[src/rtl/ascon_init_loader.sv]
// Ascon-128 initialization front-end: loads K/N words, owns the 320-bit state
// register across the permutation rounds, applies the final key XOR, hands off.
//
// state  | meaning
// LOAD   | accept eight key/nonce words, MSW first
// START  | one-cycle start pulse to the permutation stage
// WAIT   | register each round result until finished or timeout
// KEYADD | x3 ^= K_hi, x4 ^= K_lo
// DONE   | present initialized state until downstream accepts
module ascon_init_loader #(
  parameter logic [63:0] IV             = 64'h80400c0600000000,
  parameter int unsigned TIMEOUT_CYCLES = 32
) (
  input  logic         clk_i,
  input  logic         rst_n_i,
  input  logic         clear_i,
  input  logic         in_valid_i,
  output logic         in_ready_o,
  input  logic [31:0]  in_data_i,
  output logic         perm_start_o,
  output logic [319:0] perm_state_o,
  input  logic [319:0] perm_state_i,
  input  logic         perm_update_i,
  input  logic         perm_finished_i,
  output logic         out_valid_o,
  input  logic         out_ready_i,
  output logic [319:0] out_state_o,
  output logic         busy_o,
  output logic         error_o
);

  localparam int TW = $clog2(TIMEOUT_CYCLES);

  typedef enum logic [2:0] {
    S_LOAD   = 3'd0,
    S_START  = 3'd1,
    S_WAIT   = 3'd2,
    S_KEYADD = 3'd3,
    S_DONE   = 3'd4
  } state_e;

  state_e         state_q, state_d;
  logic [2:0]     word_cnt_q, word_cnt_d;
  logic [TW-1:0]  tmo_q, tmo_d;
  logic [127:0]   key_q, key_d;
  logic [319:0]   st_q, st_d;

  logic accept;
  logic tmo_hit;

  assign accept  = (state_q == S_LOAD) && in_valid_i && !clear_i;
  assign tmo_hit = (tmo_q == TW'(TIMEOUT_CYCLES - 1));

  always_ff @(posedge clk_i or negedge rst_n_i) begin
    if (!rst_n_i) begin
      state_q    <= S_LOAD;
      word_cnt_q <= '0;
      tmo_q      <= '0;
      key_q      <= '0;
      st_q       <= '0;
    end else begin
      state_q    <= state_d;
      word_cnt_q <= word_cnt_d;
      tmo_q      <= tmo_d;
      key_q      <= key_d;
      st_q       <= st_d;
    end
  end

  always_comb begin
    state_d = state_q;
    unique case (state_q)
      S_LOAD:   if (accept && word_cnt_q == 3'd7) state_d = S_START;
      S_START:  state_d = S_WAIT;
      S_WAIT: begin
        if (perm_finished_i)  state_d = S_KEYADD;
        else if (tmo_hit)     state_d = S_LOAD;
      end
      S_KEYADD: state_d = S_DONE;
      S_DONE:   if (out_ready_i) state_d = S_LOAD;
      default:  state_d = S_LOAD;
    endcase
    if (clear_i) state_d = S_LOAD;
  end

  // Words shift in MSW-first, so after 4 (resp. 8) words the first one sits on top.
  always_comb begin
    word_cnt_d = word_cnt_q;
    tmo_d      = tmo_q;
    key_d      = key_q;
    st_d       = st_q;
    unique case (state_q)
      S_LOAD: begin
        if (accept) begin
          word_cnt_d       = word_cnt_q + 3'd1;
          if (!word_cnt_q[2]) key_d = {key_q[95:0], in_data_i};
          st_d[319:256]    = IV;
          st_d[255:0]      = {st_q[223:0], in_data_i};
        end
      end
      S_START: tmo_d = '0;
      S_WAIT: begin
        tmo_d = tmo_q + TW'(1);
        if (!perm_finished_i) begin
          if (tmo_hit)            st_d = '0;
          else if (perm_update_i) st_d = perm_state_i;
        end
      end
      S_KEYADD: begin
        st_d[127:64] = st_q[127:64] ^ key_q[127:64];
        st_d[63:0]   = st_q[63:0]   ^ key_q[63:0];
      end
      default: ;
    endcase
    if (clear_i) word_cnt_d = '0;
  end

  always_comb begin
    in_ready_o   = (state_q == S_LOAD);
    perm_start_o = (state_q == S_START) && !clear_i;
    out_valid_o  = (state_q == S_DONE);
    busy_o       = (state_q == S_START) || (state_q == S_WAIT);
    error_o      = (state_q == S_WAIT) && tmo_hit && !perm_finished_i && !clear_i;
    perm_state_o = st_q;
    out_state_o  = st_q;
  end

endmodule

[config.mk]
export PLATFORM = sky130hd
export DESIGN_NAME = ascon_init_loader
export DESIGN_NICKNAME = d
export VERILOG_FILES = /design/src/rtl/ascon_init_loader.sv
export SDC_FILE = /design/constraint.sdc
export NUM_CORES = 1
export LEC_CHECK = 0
export ABC_AREA = 1
export ABC_CLOCK_PERIOD_IN_PS = 3350
export CELL_PAD_IN_SITES_DETAIL_PLACEMENT = 0
export CELL_PAD_IN_SITES_GLOBAL_PLACEMENT = 1
export CORE_AREA = 3 3 386 388
export DETAILED_ROUTE_END_ITERATION = 12
export DIE_AREA = 0 0 389 391
export HOLD_SLACK_MARGIN = 0.06
export PLACE_DENSITY = 0.56
export SYNTH_ARGS = -nofsm -noshare
export SYNTH_HDL_FRONTEND = slang
export SYNTH_SLANG_ARGS = --single-unit
[constraint.sdc]
create_clock -name clk_i -period 3.35 [get_ports clk_i]
set_input_delay 0.67 -clock clk_i [delete_from_list [all_inputs] [get_ports clk_i]]
set_output_delay 0.67 -clock clk_i [all_outputs]
set_load 0.01 [all_outputs]
==> reports/metrics.yaml <==
crit_path_max_incr_delay_ns: 0.63
fp.coreArea_mm2: 0.146
synth_top_cell_by_area: "dfrtp_1"
die_h_um: 391
synthFlopType: "dfrtp_1"
synth.most_common_cell: "nand2_1"
synth.top_cells.by_count: "nand2_1 (1,368), nand3_1 (713), dfrtp_1 (459), buf_4 (352), inv_1 (267)"
period_share_pct: 94.3
grt_first_pass_wirelength_mm: 218
first_pass_iters: 5
finalSetupTns_ns: 0
synthesis.area_mm2: 0.0274
drive_gt1_share_pct: 4.30
synthTopCellsByArea: "dfrtp_1 (42%), nand2_1 (19%), nand3_1 (13%)"
h-tree-depth: 3
maxClockFrequency_mhz: 316
hold_class: "flip-flop to flip-flop"
seq_area_frac_synth_pct: 41.9
hold-worst-slack_ns: 0.504
fin_area_mm2: 0.0394
cts_tree: "done"
placed_cell_area_mm2: 0.0373
powerDensity_mw_per_mm2: 875
synth_area_per_cell_um2: 7.06
synth-edff-count: 0
skew_ns: 0.0257
fill_cells: 16000
nets: 4810
netlist.area_leader.share_pct: 41.9
grt_util_all_layers_pct: 19.5
path_cells: "nor2_4 -> nand2_8 -> nand2_1 -> clkdlybuf4s50_1"
hold_depth: 2
wire_per_inst_um: 23.9
gr-total-overflow: 0
path_clk_slew_ns: 0.05
setup_viol: 0
worst_slack_ns: 0.190
worst-slew-pin-transition_ns: 1.33
num_vias: 28200
viasPerCell: 4.39
gp_congestion: 0.864
numPortBuffers: 1003
cts_max_path_buffers: 3
worstSkewPairLatency_ns: 0.65
start_util_pct: 18.8
antenna_found_initial: 29
grt_pass1_vias: 27700
synth-seq-cells: 459
drt-total-wl_mm: 154
drv_cap: 0
ff2ff_path_depth: 10
cts_made_buffers: 66
critPathArrivalTime_ns: 2.49
slew_headroom_pct: 11.4
crit_fanout: 35
period_needed_ns: 3.16
maxSlewViolCount: 0
syn_inst: 3882
ys_async_sr_fraction_pct: 100
synth_nets: 4246
ant_nets: 0
cts_sinks: 459
yosys_warnings: 0
root_buffer: "clkbuf_16"
fin_util_pct: 27.0
first_iter_violations: 1987
slowest_stage: "clkdlybuf4s50_1"
finalHoldViolCount: 0
worstPathRequired_ns: 2.68
cp-start-kind: "flip-flop"
hpwl_mm: 110
ir_drop_mv: 0.456
synth_cell_types: 23
grt_max_degree: 190
drc: 0
die_width_um: 389
criticalPathCategory: "flip-flop to output port"
end_kind: "output port"
area_growth_pct: 43.6
num_rows: 140
die_area_mm2: 0.152
ios: 1004
pre_cts_slack_ns: 0.495
p_leak_uw: 0.0183
rsz0062_at_grt: "no"
status: "complete, no violations"
postCtsSetupBuffers: 0
[registers in the layout, summed over array words and instances, names as in the netlist]
register,cells
key_q,128
tmo_q,5
word_cnt_q,3
state_q,3
out_state_o,320
[area by class of cell]
type / count / area (um2) / area share, %
timing repair buffer: 1090 / 11100 / 28.1
multi-input combinational: 2558 / 11300 / 28.7
tap: 1917 / 2400 / 6.09
clock inverter: 17 / 186 / 0.473
sequential: 459 / 11500 / 29.2
clock buffer: 96 / 1870 / 4.74
inverter: 271 / 1030 / 2.63
antenna: 16 / 40.0 / 0.102
[metal layers]
layer,global-route usage [%],vias up,part of all wire [%]
li1,-,13400,-
met1,25.7,13800,44
met2,32.4,920,48
met3,4.49,124,6.3
met4,4.26,22,1.6
met5,0,-,0.099
[cell usage in the layout, fill, tap and decap left out, types with 3 or more instances in the layout]
cell,count
nand2_1,1367
clkdlybuf4s50_1,1001
nand3_1,710
dfrtp_1,458
inv_1,267
o21ai_0,154
nand4_1,129
o21ai_1,110
clkbuf_16,68
nor2_1,65
buf_4,57
buf_12,29
clkbuf_1,22
diode_2,16
clkinv_2,11
clkbuf_8,6
nor2_4,4
ha_1,4
inv_6,3
a21oi_1,3
nand3_4,3
[through the flow]
stage	total power (uW)	cells
after floorplan	18900	3882
after detailed placement	27900	6294
after CTS	35200	6408
final	34500	6424
after global routing	36900	6411
after global placement	27900	6294
[where the power goes]
part,internal (uW),switching [uW]
combinational,7590,8650
sequential,7650,3680
clock,4030,2890
total,19300,15200
[final timing paths]
kind	start	to	slack (ns)
worst max-delay path	state_q[2]	busy_o	0.19
worst min-delay path	out_state_o[253]	out_state_o[253]	0.50
worst max register to register	tmo_q[0]	out_state_o[8]	0.75
worst min register to register	out_state_o[253]	out_state_o[253]	0.50
max in group asynchronous	rst_n_i	out_state_o[6]	1.73
min in group asynchronous	rst_n_i	out_state_o[27]	0.67
[cells by family (layout without fill, tap and decap cells)]
| logic type | count (synthesis) | in the layout | share of synthesized area (%) |
|---|---|---|---|
| adders and majority gates | 5 | 5 | 0.228 |
| and+or+nand+nor | 2283 | 2283 | 35.8 |
| buffers and inverters | 865 | 1474 | 17.1 |
| other | 0 | 16 | 0 |
| DFF | 459 | 459 | 41.9 |
| AOI/OAI and AO/OA | 270 | 270 | 4.96 |
[critical path, delay by kind of cell, from the launching register on]
kind                   cells  cell delay (ns)
DFF                        1             0.45
buffers and inverters      1             0.63
and+or+nand+nor            3             0.76
[repair_timing]
action | CTS | global route
hold buffers | 1 | 0
gates resized for setup | 2 | 0
endpoints found under the hold margin | 3 | 0
endpoints found under the setup margin | 1 | 0
Power figures use the tool's default switching activity.
